<file path="config.mk">
export PLATFORM = sky130hd
export DESIGN_NAME = seven_seg_scan_scheduler
export DESIGN_NICKNAME = d
export VERILOG_FILES = /design/src/rtl/seven_seg_scan_scheduler.sv
export SDC_FILE = /design/constraint.sdc
export NUM_CORES = 1
export LEC_CHECK = 0
export ABC_AREA = 0
export BUFFER_PORTS_ARGS = -buffer_cell sky130_fd_sc_hd__buf_2
export CORE_AREA = 2 2 177 179
export CTS_CLUSTER_SIZE = 8
export DETAILED_ROUTE_END_ITERATION = 7
export DIE_AREA = 0 0 179 181
export HOLD_SLACK_MARGIN = 0.1
export PLACE_DENSITY = 0.48
export SETUP_SLACK_MARGIN = 0.4
export SLEW_MARGIN = 0
export SYNTH_ARGS = -nofsm -noshare
export SYNTH_HDL_FRONTEND = slang
export SYNTH_SLANG_ARGS = --single-unit
export TNS_END_PERCENT = 20
</file>
<file path="constraint.sdc">
create_clock -name clk -period 2.05 [get_ports clk]
set_input_delay 0.41 -clock clk [delete_from_list [all_inputs] [get_ports clk]]
set_output_delay 0.41 -clock clk [all_outputs]
set_load 0.02 [all_outputs]
</file>
<file path="src/rtl/seven_seg_scan_scheduler.sv">
// Loads a segment-pattern message into a small buffer, then time-multiplexes it over w_digit digits, optionally scrolling.
// Outputs lag the digit index by one registered cycle; wr_ready is always high and a write during SHOW restarts loading.
module seven_seg_scan_scheduler #(
  parameter int w_digit     = 8,
  parameter int depth       = 16,
  parameter int refresh_div = 1000,
  parameter int scroll_div  = 50
) (
  input  logic               clk,
  input  logic               rst,
  input  logic               wr_valid,
  output logic               wr_ready,
  input  logic [7:0]         wr_data,
  input  logic               wr_last,
  input  logic               scroll_en,
  output logic [7:0]         abcdefgh,
  output logic [w_digit-1:0] digit,
  output logic               busy
);
  localparam int idx_w   = $clog2(w_digit);
  localparam int addr_w  = $clog2(depth);
  localparam int len_w   = addr_w + 1;
  localparam int slot_w  = $clog2(refresh_div);
  localparam int frame_w = (scroll_div > 1) ? $clog2(scroll_div) : 1;

  localparam logic [idx_w-1:0]   idx_last   = idx_w'(w_digit - 1);
  localparam logic [slot_w-1:0]  slot_last  = slot_w'(refresh_div - 1);
  localparam logic [frame_w-1:0] frame_last = frame_w'(scroll_div - 1);
  localparam logic [len_w-1:0]   len_full   = len_w'(depth);

  typedef enum logic [1:0] {IDLE, LOAD, SHOW} state_t;

  state_t             state, state_nxt;
  logic [7:0]         mem [depth];
  logic [len_w-1:0]   len, len_nxt;
  logic [addr_w-1:0]  wr_addr;
  logic [addr_w-1:0]  offset, offset_inc;
  logic [addr_w-1:0]  ptr, ptr_inc;
  logic [idx_w-1:0]   idx;
  logic [slot_w-1:0]  slot;
  logic [frame_w-1:0] frame;
  logic               show_start;
  logic               scan;
  logic               slot_wrap, idx_wrap, frame_wrap;
  logic [7:0]         pattern;
  logic [w_digit-1:0] digit_nxt;

  assign wr_ready = 1'b1;
  assign busy     = (state == LOAD);

  always_ff @(posedge clk) begin
    if (rst) begin
      state <= IDLE;
    end else begin
      state <= state_nxt;
    end
  end

  always_comb begin
    state_nxt  = state;
    len_nxt    = len;
    wr_addr    = '0;
    show_start = 1'b0;
    case (state)
      IDLE, SHOW: begin
        if (wr_valid) begin
          len_nxt    = len_w'(1);
          state_nxt  = wr_last ? SHOW : LOAD;
          show_start = wr_last;
        end
      end
      LOAD: begin
        if (wr_valid) begin
          wr_addr = len[addr_w-1:0];
          len_nxt = len + len_w'(1);
          // A full buffer closes the message even without wr_last.
          if (wr_last || (len_nxt == len_full)) begin
            state_nxt  = SHOW;
            show_start = 1'b1;
          end
        end
      end
      default: state_nxt = IDLE;
    endcase
  end

  // A write in SHOW preempts the scan so nothing stale is driven afterwards.
  assign scan       = (state == SHOW) && !wr_valid;
  assign slot_wrap  = (slot == slot_last);
  assign idx_wrap   = (idx == idx_last);
  assign frame_wrap = (frame == frame_last);
  assign offset_inc = ((len_w'(offset) + len_w'(1)) == len) ? '0 : offset + addr_w'(1);
  assign ptr_inc    = ((len_w'(ptr) + len_w'(1)) == len) ? '0 : ptr + addr_w'(1);
  assign digit_nxt  = {{(w_digit-1){1'b0}}, 1'b1} << idx;

  // ptr tracks (offset + idx) mod len incrementally so no divider is needed.
  always_comb begin
    pattern = 8'h00;
    if (scroll_en) begin
      pattern = mem[ptr];
    end else if (len_w'(idx) < len) begin
      pattern = mem[addr_w'(idx)];
    end
  end

  always_ff @(posedge clk) begin
    if (!rst && wr_valid) begin
      mem[wr_addr] <= wr_data;
    end
  end

  always_ff @(posedge clk) begin
    if (rst) begin
      len      <= '0;
      idx      <= '0;
      slot     <= '0;
      frame    <= '0;
      offset   <= '0;
      ptr      <= '0;
      abcdefgh <= 8'h00;
      digit    <= '0;
    end else begin
      len      <= len_nxt;
      abcdefgh <= scan ? pattern : 8'h00;
      digit    <= scan ? digit_nxt : '0;
      if (show_start) begin
        idx    <= '0;
        slot   <= '0;
        frame  <= '0;
        offset <= '0;
        ptr    <= '0;
      end else if (scan) begin
        if (!slot_wrap) begin
          slot <= slot + slot_w'(1);
        end else begin
          slot <= '0;
          if (!idx_wrap) begin
            idx <= idx + idx_w'(1);
            ptr <= ptr_inc;
          end else begin
            idx <= '0;
            if (scroll_en && frame_wrap) begin
              frame  <= '0;
              offset <= offset_inc;
              ptr    <= offset_inc;
            end else begin
              if (scroll_en) begin
                frame <= frame + frame_w'(1);
              end
              ptr <= offset;
            end
          end
        end
      end
    end
  end

endmodule

</file>
# ---- Yosys cells after proc, flatten, opt, wreduce, memory -nomap -nowiden
# Memory sizes are Yosys's and may differ from the RTL's. A register that Yosys moved wholly into a read port is not among the register bits.
# Cells that the tools add are included.
# W data, S select, Z words.
dict set report word_totals {
  reg_bits 50
  ram_bits 128
  wordCells 79
  memories 1
}
dict set report classes {
  add_sub_neg 8
  magnitude_cmp 1
  n_eq_ne 11
  shifts 1
  mux 30
  n_bitwise 1
  reduce_logical 17
}
# name words width rd rd_clocked_by_memory_dff wr line
set memory_table {}
lappend memory_table {mem 16 8 2 2 1 34} ;# logic [7:0] mem [depth];
# cell n
set op_table {}
lappend op_table {{$mux W4} 10}
lappend op_table {{$mux W8} 2}
lappend op_table {{$mux W6} 2}
lappend op_table {{$add A10 B1 Y10 const B} 1}
lappend op_table {{$add A4 B1 Y5 const B} 2}
lappend op_table {{$eq A10 B10 Y1 const B} 1}
lappend op_table {{$eq A5 B5 Y1} 2}
lappend op_table {{$mux W10} 1}
lappend op_table {{$mux W5} 2}
lappend op_table {{$pmux W5 S2} 1}
lappend op_table {{$reduce_and A3 Y1} 3}
lappend op_table {{$add A4 B1 Y4 const B} 2}
lappend op_table {{$mux W2} 4}
lappend op_table {{$shl A1 B3 Y8 const A} 1}
lappend op_table {{$add A6 B1 Y6 const B} 1}
lappend op_table {{$eq A6 B6 Y1 const B} 1}
lappend op_table {{$reduce_or A2 Y1} 3}
lappend op_table {{$add A5 B1 Y5 const B} 1}
lappend op_table {{$eq A5 B5 Y1 const B} 1}
lappend op_table {{$lt A3 B5 Y1} 1}
lappend op_table {{$mux W1} 5}
lappend op_table {{$ne A2 B2 Y1 const B} 2}
lappend op_table {{$pmux W2 S2} 1}
lappend op_table {{$reduce_and A4 Y1} 1}
lappend op_table {{other kinds (14)} 18}

# ---- Longest topological paths before layout
dict set report depth {
  ltp_word 8
  mapped_depth 8
}

# ---- Worst setup path before layout
# OpenSTA, ideal clock, no wires.
dict set report synth_path {
  path_kind {register -> register}
  startpoint {register state[0]}
  endpoint {memory mem[13][0], enable pin}
  arrival_time_ps 1840
  required_ps 1680
  setup_slack_ps -160
  path_stages_with_launch 6
  path_cell_list {dfxtp_1 clkbuf_1 nor2b_1 and2_1 nand3_1 nor2_1}
}
dict set report synth_via {
  elab_chain_cells 2
}
# element line
set synth_rtl {}
lappend synth_rtl {{from (decl)} 33} ;# state_t state, state_nxt;
lappend synth_rtl {{from (signal assigned)} 55} ;# state <= state_nxt;
lappend synth_rtl {{$eq A2 B1 Y1} n/a}
lappend synth_rtl {{via busy} 18} ;# output logic busy
lappend synth_rtl {{$mux W4} 64} ;# case (state)
lappend synth_rtl {{to (decl)} 34}
# The timed path passes the listed nets, and every way through them passes these cells.

# ---- Worst setup path in the final report
dict set report layout_path {
  startpoint {register offset[0]}
  endpoint {register ptr[2]}
}
dict set report layout_via {
  elab_chain_cells 5
  word_cells_on_any_way 6
}
# element line
set layout_rtl {}
lappend layout_rtl {{from (decl)} 37} ;# logic [addr_w-1:0] offset, offset_inc;
lappend layout_rtl {{from (signal assigned)} 144} ;# offset <= offset_inc;
lappend layout_rtl {{$add A4 B1 Y5} 92} ;# assign offset_inc = ((len_w'(offset) + len_w'(1)) == len) ? '0 : offset + addr_w'(1);
lappend layout_rtl {{$eq A5 B5 Y1} 92}
lappend layout_rtl {{$mux W4 (*)} 92}
lappend layout_rtl {{$mux W4 (*)} n/a}
lappend layout_rtl {{$mux W4 (*)} 137} ;# if (!idx_wrap) begin
lappend layout_rtl {{to (signal assigned)} 139} ;# ptr <= ptr_inc;
lappend layout_rtl {{to (signal assigned)} 145} ;# ptr <= offset_inc;
lappend layout_rtl {{to (signal assigned)} 150} ;# ptr <= offset;
lappend layout_rtl {{to (decl)} 38} ;# logic [addr_w-1:0] ptr, ptr_inc;
# Every way passes the cells marked *; elsewhere a longest branch is shown, timed or not.
# A chain may end at the register's enable or synchronous reset.

==> flow_metrics.env <==
export IMPL_initial_standard_cell_utilization_of_the_core=0.269
export IMPL_total_count_of_hold_check_failures_in_the_final_report=0
export IMPL_track_usage=0.122
export IMPL_whs_endpoint="state[0]$_SDFFE_PP0P_"
export IMPL_post_synth_top_area_fraction=0.472
export IMPL_grt_start_max_net_pins=33
export IMPL_dominant_combinational_cell_family_by_area_after_synthesis="multiplexers"
export IMPL_start_kind="register"
export IMPL_avgViaCountPerCell=4.71
export IMPL_critical_path_slowest_cell="sky130_fd_sc_hd__or4_4"
export IMPL_antenna_cells=0
export IMPL_timing_max_transition_violations_final=0
export IMPL_pre_cts_slack_ns=-0.0458
export IMPL_grt_setup_unrepaired="true"
export IMPL_synthesis_nets=584
export IMPL_synthMuxAreaShare=0.166
export IMPL_cts_htree_levels=4
export IMPL_timing_rr_end="ptr[2]$_SDFFE_PP0P_"
export IMPL_synth_area_leaders="sky130_fd_sc_hd__edfxtp_1 (47%), sky130_fd_sc_hd__mux4_2 (15%), sky130_fd_sc_hd__dfxtp_1 (14%)"
export IMPL_max_cap_viol_count=0
export IMPL_placement_rows=64
export IMPL_total_die_area_sq_mm=0.0324
export IMPL_timing_worst_setup_path_type="reg -> reg"
export IMPL_drt_wirelength_per_cell_microns=18.4
export IMPL_grt_overflow_total=0
export IMPL_clkLatencyLatePin_ns=0.44
export IMPL_top_level_ports=31
export IMPL_route_vias_total=4968
export IMPL_async_reset_ff_frac=0
export IMPL_detailedRoute_firstPassIterationCount=4
export IMPL_synth_ff_latch_count=185
export IMPL_postSynth_topFlopCell="sky130_fd_sc_hd__edfxtp_1"
export IMPL_first_global_vias=5036
export IMPL_hold_start="wr_last"
export IMPL_min_path_type="in -> reg"
export IMPL_final_nets=672
export IMPL_multi_input_area_sq_mm=0.00334
export IMPL_cts_buffers=17
export IMPL_run_status="finished clean"
export IMPL_power_static_leakage_nw=3.39
export IMPL_timing_final_setup_violations=0
export IMPL_setup_worst_path_start="offset[0]$_SDFFE_PP0P_"
export IMPL_proportion_of_layout_cells_with_a_drive_suffix_above_1=0.402
export IMPL_ctsHoldBuffers=0
export IMPL_synth_compound_area_share=0.0459
export IMPL_port_buffers=29
export IMPL_core_sq_mm=0.0303
export IMPL_flip_flop_and_latch_area_sq_mm=0.00501
export IMPL_period_share=0.974
export IMPL_irDropWorstVdd_mv=0.539
export IMPL_timing_max_slew_rel_slack=0.596
export IMPL_wl_mm=19.4
export IMPL_synth_edff_count=128
export IMPL_max_stage_delay_ns=0.44
export IMPL_grt_first_pass_wirelength_mm=29.2
export IMPL_reg2reg_slack_ns=0.05
export IMPL_post_synthesis_cell_count=558
export IMPL_synthAdderAreaFrac=0.0200
export IMPL_actual_transition_at_the_worst_max_transition_pin_ns=0.606
export IMPL_ant_nets=0
export IMPL_post_synth_and_or_nand_nor_area_fraction=0.110
export IMPL_least_setup_slack_across_all_paths_after_layout_ns=0.0534
export IMPL_syn_cell_area_sq_mm=0.00815
export IMPL_post_dp_hpwl_mm=12.9
export IMPL_fin_skew_ns=0.0119
export IMPL_crit_end_category="register"
export IMPL_clock_tree_root_cell="sky130_fd_sc_hd__clkbuf_16"
export IMPL_post_synthesis_mean_instance_area_sq_um=14.6
export IMPL_fp_dieH_microns=181
export IMPL_critical_path_required_ns=2.35
export IMPL_grt_antenna_before_repair=0
export IMPL_synthXorXnorAreaFrac=0.0243
export IMPL_worst_r2r_startpoint="offset[0]$_SDFFE_PP0P_"
export IMPL_tritoncts="done"
export IMPL_worstPathMaxFanout=3
export IMPL_power_per_cell_area_mw_per_mm2=718
export IMPL_r2r_worst_path_cells=7
export IMPL_remaining_drc_errors=0
export IMPL_finalPower_w=0.00751
export IMPL_timing_critical_path_arrival_ns=2.30
export IMPL_achievable_frequency_mhz=501
export IMPL_cts_sinks=185
export IMPL_synth_seq_area_share=0.612
export IMPL_drt_iter0_markers=321
export IMPL_synth_cell_types=54
export IMPL_gp_congestion=0.786
export IMPL_netlist_top_cell_by_area="sky130_fd_sc_hd__edfxtp_1"
export IMPL_chipWidth_microns=179
export IMPL_holdPathStages=3
export IMPL_cts_clk_slew_worst_paths_ns=0.07
export IMPL_layout_min_cycle_time_ns=2.00
export IMPL_crit_chain="ha_4 -> nor2b_4 -> or4_4 -> a311oi_4 -> a21oi_1 -> o211ai_1 -> a41oi_1"
export IMPL_area_growth_pct=28.4
export IMPL_layout_filler_cells=2854
export IMPL_yosys_warnings=0
export IMPL_cts_max_path_buffers=2
## worst max-delay path by stage
stage	end	slack, ns	depth (start not counted)
after global placement	frame[0]$_SDFFE_PP0P_	0.005	7
after detailed placement	ptr[2]$_SDFFE_PP0P_	-0.05	5
after floorplan	register	0.11	7
after CTS	ptr[2]$_SDFFE_PP0P_	0.03	7
after global routing	register	0.005	7
final	ptr[2]$_SDFFE_PP0P_	0.05	7
## cell type report
type / instances / share of cell area
Sequential cell: 185 / 0.479
Multi-Input combinational cell: 331 / 0.319
Timing Repair Buffer: 102 / 0.0960
Tap cell: 396 / 0.0473
Clock buffer: 18 / 0.0410
Clock inverter: 14 / 0.0148
Inverter: 9 / 0.00323
## routing by layer
layer	global-route usage	routed length, microns	vias up
met5	0	0	-
met4	0.0384	257	0
met3	0.0274	704	17
met2	0.202	9710	90
met1	0.159	8720	2542
li1	-	-	2319
## Yosys cell counts, drive strengths merged, types with 2 or more instances
cell type  count
mux2i          9
and2           6
nand2b         5
nor3           8
nand4b         3
a211oi         4
ha            13
nor3b          4
nand3         23
mux4          56
a31oi          2
a22oi          3
inv            9
buf           11
nand3b         7
xnor2         10
nand2         33
o21ai         18
a21oi         17
a41oi          3
nor2b          8
nor2          52
nand4          6
dfxtp         57
xor2          10
a311oi         2
and3           7
clkbuf        22
edfxtp       128
or3            6
## critical path, delay by kind of cell (launching register included)
kind | cells | cell delay, ns
AOI/OAI and AO/OA | 4 | 0.79
and+or+nand+nor | 2 | 0.56
DFF | 1 | 0.35
adders and majority gates | 1 | 0.16
## layout by cell type (no fill, tap or decap), types with 3 or more instances in the layout
cell | Yosys | layout
sky130_fd_sc_hd__edfxtp_1 | 128 | 128
sky130_fd_sc_hd__mux4_2 | 56 | 56
sky130_fd_sc_hd__dfxtp_1 | 57 | 48
sky130_fd_sc_hd__buf_4 | 2 | 44
sky130_fd_sc_hd__nor2_1 | 52 | 35
sky130_fd_sc_hd__nand2_1 | 33 | 32
sky130_fd_sc_hd__buf_2 | 5 | 29
sky130_fd_sc_hd__clkbuf_16 | 0 | 20
sky130_fd_sc_hd__buf_12 | 0 | 18
sky130_fd_sc_hd__a21oi_1 | 17 | 15
sky130_fd_sc_hd__nand3_1 | 22 | 13
sky130_fd_sc_hd__xnor2_1 | 10 | 10
sky130_fd_sc_hd__ha_1 | 13 | 10
sky130_fd_sc_hd__inv_1 | 9 | 9
sky130_fd_sc_hd__nor2_4 | 0 | 9
sky130_fd_sc_hd__mux2i_1 | 9 | 9
sky130_fd_sc_hd__xor2_1 | 10 | 9
sky130_fd_sc_hd__nor2_2 | 0 | 8
sky130_fd_sc_hd__nand3b_1 | 7 | 7
sky130_fd_sc_hd__o21ai_0 | 9 | 7
sky130_fd_sc_hd__nand3_2 | 0 | 7
sky130_fd_sc_hd__o21ai_2 | 0 | 7
sky130_fd_sc_hd__buf_6 | 1 | 7
sky130_fd_sc_hd__nor2b_1 | 8 | 6
sky130_fd_sc_hd__and3_1 | 7 | 6
sky130_fd_sc_hd__nand4_1 | 6 | 6
sky130_fd_sc_hd__dfxtp_4 | 0 | 6
sky130_fd_sc_hd__inv_6 | 0 | 6
sky130_fd_sc_hd__and2_1 | 6 | 5
sky130_fd_sc_hd__or3_4 | 0 | 4
sky130_fd_sc_hd__nor3_1 | 7 | 4
sky130_fd_sc_hd__nand2b_1 | 5 | 4
sky130_fd_sc_hd__o21ai_1 | 9 | 4
sky130_fd_sc_hd__nand3_4 | 1 | 3
sky130_fd_sc_hd__nand4b_1 | 3 | 3
sky130_fd_sc_hd__nor3b_1 | 4 | 3
sky130_fd_sc_hd__a22oi_1 | 3 | 3
sky130_fd_sc_hd__dfxtp_2 | 0 | 3
## cells by family (layout without fill, tap and decap cells)
group,after synthesis,count (layout)
DFF,185,185
and+or+nand+nor,173,173
muxes,65,65
AOI/OAI and AO/OA,58,58
buffers and inverters,42,143
xor gates and xnor gates,21,21
adders and majority gates,13,13
other,1,1
## sequential cells by signal, summed over array words and instances (netlist names), named ones only
register,count
mem,128
frame,6
idx,3
state,2
slot,10
ptr,4
abcdefgh,8
len,5
digit,8
offset,4
## report_power, final
part | switching [W] | internal, W | total (W)
clock network | 0.00153 | 0.00173 | 0.00326
registers | 0.0000113 | 0.00399 | 0.00400
logic | 0.000149 | 0.000102 | 0.000251
## per-stage QoR
| stage | cells | instance area [sq um] | setup TNS (ns) | hold WS (ns) | utilization |
|---|---|---|---|---|---|
| global placement | 1003 | 9310 | 0 | 0.467 | 0.307 |
| floorplan | 558 | 8300 | 0 | 0.449 | - |
| finish | 1055 | 10500 | 0 | 0.298 | 0.345 |
| CTS | 1042 | 10100 | 0 | 0.272 | 0.332 |
| detailed placement | 1003 | 9310 | -0.395 | 0.471 | 0.307 |
| global route | 1055 | 10500 | 0 | 0.320 | 0.345 |
## timing repair
action | in CTS | in global routing
endpoints found under the setup margin | 171 | 169
buffers inserted | 7 | 9
pin swaps | 11 | 28
hold endpoints to repair | 0 | 0
cloned | 0 | 4
gates resized for setup | 16 | 57
Note: power is estimated with default switching activity, not from simulation.
